File: config.mk
export PLATFORM = sky130hd
export DESIGN_NAME = timer_sched
export DESIGN_NICKNAME = d
export VERILOG_FILES = /design/src/rtl/timer_sched.sv
export SDC_FILE = /design/constraint.sdc
export NUM_CORES = 1
export LEC_CHECK = 0
export BUFFER_PORTS_ARGS = -buffer_cell sky130_fd_sc_hd__buf_2
export CORE_UTILIZATION = 29
export CTS_BUF_LIST = sky130_fd_sc_hd__clkbuf_4
export DETAILED_ROUTE_END_ITERATION = 10
export PLACE_DENSITY = 0.41
export SLEW_MARGIN = 20
export SYNTH_ARGS = -nofsm -noshare
export SYNTH_HDL_FRONTEND = slang
export SYNTH_SLANG_ARGS = --single-unit
File: constraint.sdc
create_clock -name i_clk -period 2.8 [get_ports i_clk]
set_input_delay 0.28 -clock i_clk [delete_from_list [all_inputs] [get_ports i_clk]]
set_output_delay 0.28 -clock i_clk [all_outputs]
set_load 0.05 [all_outputs]
File: src/rtl/timer_sched.sv
// Multi-channel tick-driven timer scheduler: per-channel periodic/one-shot counters
// whose expiries are queued as pending flags and delivered round-robin on a valid/ready port.
module timer_sched #(
  parameter int N_CH  = 4,
  parameter int CH_W  = 2,
  parameter int CNT_W = 16
) (
  input  logic             i_clk,
  input  logic             i_rst_n,
  input  logic             i_tick,
  input  logic             i_cfg_we,
  input  logic [CH_W-1:0]  i_cfg_ch,
  input  logic [CNT_W-1:0] i_cfg_period,
  input  logic             i_cfg_oneshot,
  input  logic             i_cfg_en,
  output logic             o_evt_valid,
  output logic [CH_W-1:0]  o_evt_ch,
  input  logic             i_evt_ready,
  output logic [N_CH-1:0]  o_active,
  output logic [N_CH-1:0]  o_overrun,
  output logic             o_dbg_state
);

  // Event port: o_evt_valid/o_evt_ch stay stable while offered; an event transfers on a
  // clock edge where o_evt_valid && i_evt_ready. A config write to the offered channel
  // without ready withdraws the offer.
  typedef enum logic {ST_IDLE = 1'b0, ST_OFFER = 1'b1} arb_state_t;

  arb_state_t       state, state_nxt;
  logic [CNT_W-1:0] period [N_CH];
  logic [CNT_W-1:0] cnt    [N_CH];
  logic [N_CH-1:0]  oneshot, active, pend, overrun;
  logic [N_CH-1:0]  wr_sel, expire, hs_clr, avail;
  logic [CH_W-1:0]  last, last_nxt, grant, evt_ch_nxt;
  logic             evt_valid_nxt, grant_found, offer_wr;

  always_comb begin
    wr_sel = '0;
    expire = '0;
    hs_clr = '0;
    for (int i = 0; i < N_CH; i++) begin
      wr_sel[i] = i_cfg_we && (int'(i_cfg_ch) == i);
      expire[i] = i_tick && active[i] && !wr_sel[i] && (cnt[i] == CNT_W'(1));
      hs_clr[i] = (state == ST_OFFER) && i_evt_ready && (int'(o_evt_ch) == i);
    end
  end

  always_ff @(posedge i_clk or negedge i_rst_n) begin
    if (!i_rst_n) begin
      for (int i = 0; i < N_CH; i++) begin
        period[i] <= '0;
        cnt[i]    <= '0;
      end
      oneshot <= '0;
      active  <= '0;
      pend    <= '0;
      overrun <= '0;
    end else begin
      for (int i = 0; i < N_CH; i++) begin
        if (wr_sel[i]) begin
          period[i]  <= i_cfg_period;
          cnt[i]     <= i_cfg_period;
          oneshot[i] <= i_cfg_oneshot;
          active[i]  <= i_cfg_en && (i_cfg_period != '0);
          pend[i]    <= 1'b0;
          overrun[i] <= 1'b0;
        end else begin
          if (i_tick && active[i])
            cnt[i] <= expire[i] ? period[i] : cnt[i] - CNT_W'(1);
          // A re-expiry in the same cycle as delivery keeps pend set without overrun.
          if (expire[i]) begin
            pend[i] <= 1'b1;
            if (pend[i] && !hs_clr[i]) overrun[i] <= 1'b1;
            if (oneshot[i]) active[i] <= 1'b0;
          end else if (hs_clr[i]) begin
            pend[i] <= 1'b0;
          end
        end
      end
    end
  end

  // Round-robin scan from last+1; channels being rewritten this cycle are skipped.
  always_comb begin
    avail       = pend & ~wr_sel;
    grant       = last;
    grant_found = 1'b0;
    for (int off = 1; off <= N_CH; off++) begin
      if (!grant_found && avail[(int'(last) + off) % N_CH]) begin
        grant       = CH_W'((int'(last) + off) % N_CH);
        grant_found = 1'b1;
      end
    end
  end

  assign offer_wr = i_cfg_we && (i_cfg_ch == o_evt_ch);

  always_comb begin
    state_nxt     = state;
    evt_valid_nxt = o_evt_valid;
    evt_ch_nxt    = o_evt_ch;
    last_nxt      = last;
    case (state)
      ST_IDLE: begin
        if (grant_found) begin
          state_nxt     = ST_OFFER;
          evt_valid_nxt = 1'b1;
          evt_ch_nxt    = grant;
        end
      end
      ST_OFFER: begin
        if (i_evt_ready) begin
          state_nxt     = ST_IDLE;
          evt_valid_nxt = 1'b0;
          last_nxt      = o_evt_ch;
        end else if (offer_wr) begin
          state_nxt     = ST_IDLE;
          evt_valid_nxt = 1'b0;
        end
      end
      default: begin
        state_nxt     = ST_IDLE;
        evt_valid_nxt = 1'b0;
      end
    endcase
  end

  always_ff @(posedge i_clk or negedge i_rst_n) begin
    if (!i_rst_n) begin
      state       <= ST_IDLE;
      o_evt_valid <= 1'b0;
      o_evt_ch    <= '0;
      last        <= CH_W'(N_CH - 1);
    end else begin
      state       <= state_nxt;
      o_evt_valid <= evt_valid_nxt;
      o_evt_ch    <= evt_ch_nxt;
      last        <= last_nxt;
    end
  end

  assign o_active    = active;
  assign o_overrun   = overrun;
  assign o_dbg_state = state;

endmodule

-- Word level (Yosys, flattened, before mapping)
Index checks and enable logic that the tools add are counted.
- output and inout port bits: 12
- flip-flop bits (word level): 150
- logic and storage cells: 215
- input port bits: 25
- bitwise operators: 7
- multiplexer cells: 76
- $add $sub $neg: 8
- $lt $le $gt $ge: 4
- equal/unequal tests: 13
- reductions and logical operators: 79
- operators with widths (cell ; number):
    16-bit 2-to-1 mux ; 12
    16-bit by 1-bit == test with 1-bit output, second input constant ; 4
    16-bit by 1-bit subtractor with 16-bit output, second input constant ; 4
    1-bit 2-to-1 mux ; 54
    2-bit nonzero test ; 16
    1-bit logical AND ; 30
    2-bit AND reduction ; 11
    3-bit by 4-bit less-than comparator with 1-bit output, second input constant ; 4
    16-bit nonzero test ; 1
    3-bit nonzero test ; 4
    1-bit zero test ; 11
    1-bit binary-select mux with 2-bit select ; 4
    2-bit == test, second input constant ; 4
    2-bit 2-to-1 mux ; 4
    2-bit OR reduction ; 4
    2-bit by 1-bit adder with 2-bit output, second input constant ; 2
    2-bit adder, second input constant ; 2
    1-bit AND, first input constant ; 4
    4-bit AND ; 1
    2-bit by 1-bit == test with 1-bit output, second input constant ; 2
    2-bit zero test ; 2
    4-bit inverter ; 1
    1-bit case mux with 2 select lines ; 2
    3-bit by 2-bit != test with 1-bit output, second input constant ; 1
    3 further kinds ; 3

-- Depth between registers and ports, before layout
Gate-level depths: netlist of the first run.
- word-level depth: 19
- mapped depth: 9
- gate-level depth less buffers: 7

-- Least setup slack after synthesis of the first run
No wires, ideal clock.
- path kind: reg2reg
- from: register cnt[17] in the netlist's numbering
- to: register cnt[16] in the netlist's numbering
- stages on the path, launching flop included: 9
- path buffers: 2
- arrival time: 2.183 ns
- setup time: 0.137 ns
- period minus slack after synthesis: 2.320 ns
- data required time: 2.663 ns
- path slack: 0.480 ns
- path through: dfrtp_1 -> inv_1 -> ha_1 -> or4b_2 -> or4_4 -> buf_6 -> buf_6 -> o211ai_1 -> o311ai_1
- word-level cells in the longest chain between the ends: 5
- ends and longest elaborated chain (element ; line ; RTL):
    start: declaration ; 31 ; logic [CNT_W-1:0] cnt [N_CH];
    start signal: indexed assignment ; 62 ; cnt[i] <= i_cfg_period;
    start signal: indexed assignment ; 69 ; cnt[i] <= expire[i] ? period[i] : cnt[i] - CNT_W'(1);
    16-bit by 1-bit == test with 1-bit output ; 43 ; expire[i] = i_tick && active[i] && !wr_sel[i] && (cnt[i] == CNT_W'(1));
    1-bit logical AND ; 43 ;
    16-bit 2-to-1 mux ; 69 ;
    16-bit 2-to-1 mux ; 68 ; if (i_tick && active[i])
    16-bit 2-to-1 mux ; 60 ; if (wr_sel[i]) begin
Every way passes these cells. The select of a mux whose other input is x is not followed.
A chain may end at the register's enable or synchronous reset.

-- Worst setup path after layout of the first run
- from: register cnt[17] in the netlist's numbering
- to: register cnt[30] in the netlist's numbering
- word-level cells in the longest chain between the ends: 5
- elaborated cells on any way between the ends: 6
- classes of those cells: 1 x add/sub; 1 x eq/ne; 3 x mux; 1 x reduce/logical
- ends and longest elaborated chain (element ; line):
    branches (longest 2 deep; another with 16-bit by 1-bit subtractor with 16-bit output) ; n/a
    16-bit 2-to-1 mux (*) ; 69
    16-bit 2-to-1 mux (*) ; 68
    16-bit 2-to-1 mux (*) ; 60
Mark *: on every way between the ends. The select of a mux whose other input is x is not followed.

==> summary.md, run 1 <==
| Metric | Value |
|---|---|
| Core area | 0.0272 mm² |
| First-pass GRT wire length | 41,900 µm |
| Die area | 0.0285 mm² |
| Post-synthesis instance total | 953 |
| Final slew viol count | 0 |
| IO Count | 37 |
| R2r setup slk | 0.31 ns |
| Pin count of the biggest net entering global routing | 52 |
| Power Density | 718 mW/mm² |
| Post-Route WL | 26,400 µm |
| Mux contribution to synthesized area | 0.0146 |
| Fmax | 401 MHz |
| Via/cell ratio | 5.16 |
| Post-DP HPWL | 17,800 µm |
| Crit path cell chain | inv_1 -> ha_1 -> or4b_2 -> or4_4 -> nor2_1 -> a2111oi_0 -> a221o_1 |
| Compound-gate portion of the synthesized area | 0.179 |
| Register area share after synthesis | 0.465 |
| # resized after CTS | 0 |
| Synth Warn # | 0 |
| Drt wl/cell | 19.3 µm |
| Syn Std Cell Area | 0.00808 mm² |
| CTS buffer count | 17 |
| Pwr Total | 6.50 mW |
| Die Height | 169 µm |
| Xor and xnor area share after synthesis | 0.0347 |
| Min Tclk post-route | 2.49 ns |
| Cell Rows | 60 |
| Placed inst area | 0.00874 mm² |
| WS Path Type | reg2reg |
| Layout cells sized above 1 | 0.116 |
| Min-delay src | i_cfg_period[14] |
| DRT Pass-1 Iters | 5 |
| Setup TNS | 0 ns |
| Max_slew headroom | 0.391 |
| CP Capture Type | flop |
| PortBufs | 36 |
| Detailed router's first-iteration violation count | 504 |
| Simple-Gate Fraction of Synth Area | 0.258 |
| CP required | 3.27 ns |
| Worst flop-to-flop path startpoint | cnt[17] |
| Final Skew | 0.0282 ns |
| Worst-path maximum fanout | 20 |
| RSZ-0062 raised after global routing | false |
| Design area | 0.00906 mm² |
| GR Overflow Total | 0 |
| Fillers | 2,885 |
| Worst-Skew Late Latency | 0.57 ns |
| Non-Filler Instances | 1,370 |
| Fin crit share | 0.890 |
| Antenna violations before repair | 2 |
| Peak VDD IR | 315 µV |
| ANT nets after route | 0 |
| Final Wtd Congestion | 0.822 |
| Worst slew pin tran | 0.911 ns |
| Worst setup SP type | flop |
| Leakage power | 3.99 nW |
| Drt drc | 0 |
| # setup viols final | 0 |
| GR Util All Layers | 0.193 |
| Chip width | 169 µm |
| Top cell type's share of synthesized area | 0.458 |
| Post-synth top flop | dfrtp_1 |
| Top cells by area, synth | dfrtp_1 (46%), nand2_1 (12%), o21ai_1 (3.0%), nor2_1 (2.9%), clkbuf_1 (2.2%) |
| CTS tree | built |
| Syn avg cell area | 8.48 µm² |
| Worst path bufs/invs | 1 |
| H-Tree Depth | 4 |
| Initial core utilization | 0.297 |
| Crit path DAT | 2.97 ns |
| Yosys top cell by area | dfrtp_1 |
| # placed instances | 1,332 |
| Hold crit path type | in2reg |
| Area growth from synthesis to layout | 12.1% |
| Async set or reset register ratio after synthesis | 1.00 |
| Maxcap violations | 0 |
| Count of cell types in the netlist | 69 |
| Hold Fails Final Rpt | 0 |
| Worst reg2reg path depth | 7 |
| Vias in the first global route | 6,993 |
| Hold path depth | 3 |
| Register bit total from synthesis | 150 |
| Clk pin slew, worst setup/hold paths | 0.15 ns |
| Nets | 1,015 |
| Levels on crit path | 7 |
| Clk sinks | 150 |
| Hold endpoint | period[30] |
| Status | completed |
| Via count | 7,073 |
| Post-CTS Setup Inserts | 0 |
| Number of enable flip-flop cells after synthesis | 0 |
| Hold WS | 0.0665 ns |
| CP max stage cell | or4b_2 |
| Largest family of logic cells by synthesized area | simple AND/OR/NAND/NOR gates |
| Clk root buf | clkbuf_4 |
| CP peak stage delay | 0.64 ns |
| R2r endpoint | cnt[30] |
| Clk buf depth | 2 |
| Mapped Nets | 986 |
| Adder-cell area share of the yosys netlist | 0.0124 |
| Crit path max-delay family | simple AND/OR/NAND/NOR gates |
## what timing repair did
action                                 4_1_cts  5_1_grt
hold buffers                                 3        0
endpoints found under the hold margin       46        0
setup endpoints to repair                    0        0
## metrics by stage
step                setup WS [ns]   util
finish                      0.307  0.333
global route                0.206  0.333
CTS                         0.322  0.333
detailed placement          0.325  0.322
global placement            0.343  0.322
floorplan                   0.480      -
## power by group
part	total [mW]	switching (mW)	leakage [nW]	internal [mW]
Clock	1.43	0.894	0.147	0.532
Sequential	3.19	0.545	1.87	2.65
Combinational	1.89	1.10	1.97	0.788
Total	6.50	2.54	3.99	3.97
## worst max path at each step
stage                  from      end
finish              cnt[17]  cnt[30]
global route        cnt[17]  cnt[30]
CTS                 cnt[17]  cnt[30]
detailed placement  cnt[17]  cnt[30]
global placement    cnt[17]  cnt[30]
floorplan           cnt[17]  cnt[16]
## registers in the layout, summed over array words and instances, names as in the netlist
name and cells:
o_overrun 4, o_evt_valid 1, o_evt_ch 2, o_dbg_state 1, last 2, o_active 4
period 64, cnt 64, oneshot 4, pend 4
## final cells by class
class | instances | area (µm²) | area share
antenna | 3 | 7.51 | 0.000829
clock buffer | 17 | 128 | 0.0141
clock inverter | 15 | 154 | 0.0170
inverter | 12 | 45.0 | 0.00497
multi-input combinational | 730 | 4040 | 0.445
sequential | 150 | 3760 | 0.415
tap | 372 | 465 | 0.0514
timing repair buffer | 71 | 469 | 0.0518
## metal layers
metal,part of all wire,vias up,global-route usage
li1,-,3445,-
met5,0,-,0
met3,0.048,20,0.0351
met4,0.011,0,0.0470
met2,0.46,148,0.308
met1,0.48,3460,0.268
## cell usage after synthesis (all sizes together), types with 8 or more instances
master,instances
xor2,14
or4,8
clkbuf,55
o21ai,74
ha,8
a21oi,33
nor2,64
a221o,16
nand3,29
nand4,11
inv,12
nand2,257
nor4,20
a31oi,19
a211oi,9
nor3,27
xnor2,18
a22oi,20
dfrtp,148
## cell usage in the layout, fill, tap and decap left out, types with 7 or more instances in the layout
cell / netlist / routed
nand2_1: 257 / 257
dfrtp_1: 148 / 148
nor2_1: 63 / 62
o21ai_1: 49 / 49
buf_2: 3 / 35
a21oi_1: 33 / 33
buf_4: 0 / 31
nand3_1: 28 / 28
nor3_1: 27 / 27
o21ai_0: 25 / 25
a22oi_1: 20 / 20
a31oi_1: 19 / 19
xnor2_1: 18 / 18
clkbuf_4: 0 / 17
a221o_1: 16 / 16
nor4_1: 17 / 16
xor2_1: 14 / 14
inv_1: 12 / 12
nand4_1: 11 / 11
a211oi_1: 9 / 9
ha_1: 8 / 8
or4_1: 7 / 7
## cell families after synthesis
kind of cell | after synthesis
AND/OR/NAND/NOR | 459
AO/OA/AOI/OAI | 220
flip-flops | 150
buffers and inverters | 73
XOR/XNOR | 32
multiplexers | 11
adder cells (fa/ha/maj) | 8
## worst reg2reg max path, stage by stage, from the launching register on
cell and delay, ns:
dfrtp_1 0.43, inv_1 0.09, ha_1 0.16, or4b_2 0.64
or4_4 0.60, nor2_1 0.13, a2111oi_0 0.07, a221o_1 0.29
Power figures use the tool's default switching activity.
==> run 2, diff against run 1 <==
- RECOVER_POWER: default -> 50
==> run 2 against run 1 <==
Non-clock buffer count stayed put. Cell count barely moved. Critical path depth did not move. Hold slack lost 0.0084 ns. Routed wire length about the same. Fmax hardly changed. Critical path type unchanged.
==> summary.md, run 2 (synthesis results as in run 1) <==
| Metric | Value |
|---|---|
| IO Count | 37 |
| Min Tclk post-route | 2.49 ns |
| Worst-path maximum fanout | 20 |
| Worst path bufs/invs | 1 |
| Hold endpoint | period[30] |
| RSZ-0062 raised after global routing | false |
| Crit path DAT | 2.98 ns |
| Post-Route WL | 26,400 µm |
| Commonest non-fill, non-tap cell in the layout | nand2_1 |
| Via count | 7,094 |
| Final Wtd Congestion | 0.822 |
| Die area | 0.0285 mm² |
| Hold crit path type | in2reg |
| Chip width | 169 µm |
| CP peak stage delay | 0.64 ns |
| Setup TNS | 0 ns |
| CTS tree | built |
| Core area | 0.0272 mm² |
| Leading registers by flop count | cnt (64), period (64) |
| ANT nets after route | 0 |
| Pin count of the biggest net entering global routing | 52 |
| CP Capture Type | flop |
| Clk pin slew, worst setup/hold paths | 0.16 ns |
| WS Path Type | reg2reg |
| # placed instances | 1,332 |
| CP required | 3.28 ns |
| Hold Fails Final Rpt | 0 |
| Clk sinks | 150 |
| Fin util | 0.332 |
| Leakage power | 3.95 nW |
| Drt wl/cell | 19.3 µm |
| Post-DP HPWL | 17,800 µm |
| Power Density | 720 mW/mm² |
| Via/cell ratio | 5.17 |
| Met1 usage | 0.268 |
| Crit path max-delay family | simple AND/OR/NAND/NOR gates |
| # setup viols final | 0 |
| Worst flop-to-flop path startpoint | cnt[17] |
| Fillers | 2,892 |
| Area of the multi-input gates | 0.00403 mm² |
| Grt met3 use | 0.0351 |
| R2r endpoint | cnt[30] |
| Post-CTS Setup Inserts | 0 |
| Antenna violations before repair | 2 |
| Vias in the first global route | 6,993 |
| Busiest grt layer | met2 |
| Detailed router's first-iteration violation count | 477 |
| DRT Pass-1 Iters | 5 |
| Worst-Skew Late Latency | 0.58 ns |
| Storage element area | 0.00376 mm² |
| Worst setup SP type | flop |
| Worst reg2reg path depth | 7 |
| Grt met2 use | 0.308 |
| GR Util All Layers | 0.193 |
| Max_slew headroom | 0.104 |
| Cell Rows | 60 |
| Fin crit share | 0.891 |
| First-pass GRT wire length | 41,900 µm |
| Clk buf depth | 2 |
| CP max stage cell | or4b_2 |
| CTS buffer count | 17 |
| GR Overflow Total | 0 |
| Worst slew pin tran | 1.34 ns |
| Die Height | 169 µm |
| Crit path cell chain | inv_1 -> ha_1 -> or4b_2 -> or4_4 -> nor2_1 -> a2111oi_0 -> a221o_1 |
| Area growth from synthesis to layout | 11.6% |
| Most frequent cells in the layout | nand2_1 (257), dfrtp_1 (148), nor2_1 (62) |
| Nets | 1,015 |
| Layout cells sized above 1 | 0.106 |
| Maxcap violations | 0 |
| Hold path depth | 3 |
| Peak VDD IR | 313 µV |
| R2r setup slk | 0.31 ns |
| Fmax | 401 MHz |
| Levels on crit path | 7 |
| Status | completed |
| H-Tree Depth | 4 |
| Final slew viol count | 0 |
| Drt drc | 0 |
| Non-Filler Instances | 1,371 |
| PortBufs | 36 |
| Min-delay src | i_cfg_period[14] |
| Initial core utilization | 0.297 |
| Final Skew | 0.0286 ns |
| Clk root buf | clkbuf_4 |
[run 2: area by class of cell]
| type | count | share of cell area |
|---|---|---|
| Clock buffer | 17 | 0.0142 |
| Tap cell | 372 | 0.0516 |
| Clock inverter | 15 | 0.0171 |
| Timing Repair Buffer | 71 | 0.0476 |
| Antenna cell | 4 | 0.00111 |
| Multi-Input combinational cell | 730 | 0.447 |
| Inverter | 12 | 0.00499 |
| Sequential cell | 150 | 0.416 |
[run 2: report_power, final]
group	leakage (nW)	switching (mW)	internal, mW
logic	1.94	1.10	0.782
registers	1.87	0.542	2.65
clock network	0.147	0.896	0.532
[run 2: repair_timing]
| item | CTS | global route |
|---|---|---|
| hold endpoints to repair | 46 | 0 |
| resized for setup | 0 | 0 |
| hold buffers | 3 | 0 |
[run 2: routing by layer]
layer | vias to the layer above | wire length [µm]
met3 | 23 | 1120
met5 | - | 0
met4 | 0 | 318
li1 | 3443 | -
met2 | 147 | 12200
met1 | 3481 | 12800
[run 2: tightest hold or removal path, stage by stage]
cell	delay (ns)
buf_2	0.20
nand2_1	0.09
nand2_1	0.05
[run 2: worst max path at each step]
stage	start	endpoint	slack (ns)
2_1_floorplan	cnt[17]	cnt[16]	0.48
3_3_place_gp	cnt[17]	cnt[30]	0.34
3_5_place_dp	cnt[17]	cnt[30]	0.32
4_1_cts	cnt[17]	cnt[30]	0.32
5_1_grt	cnt[17]	cnt[30]	0.21
6_report	cnt[17]	cnt[30]	0.31
[run 2: stage by stage]
step / power [mW] / hold slack (ns) / setup slack (ns) / instance area [µm²]
floorplan: 4.47 / -0.0156 / 0.480 / 8080
global placement: 5.12 / 0.255 / 0.343 / 8740
detailed placement: 5.12 / 0.260 / 0.325 / 8740
CTS: 6.58 / 0.0240 / 0.322 / 9050
global route: 6.99 / 0.0218 / 0.206 / 9010
finish: 6.49 / 0.0582 / 0.305 / 9020
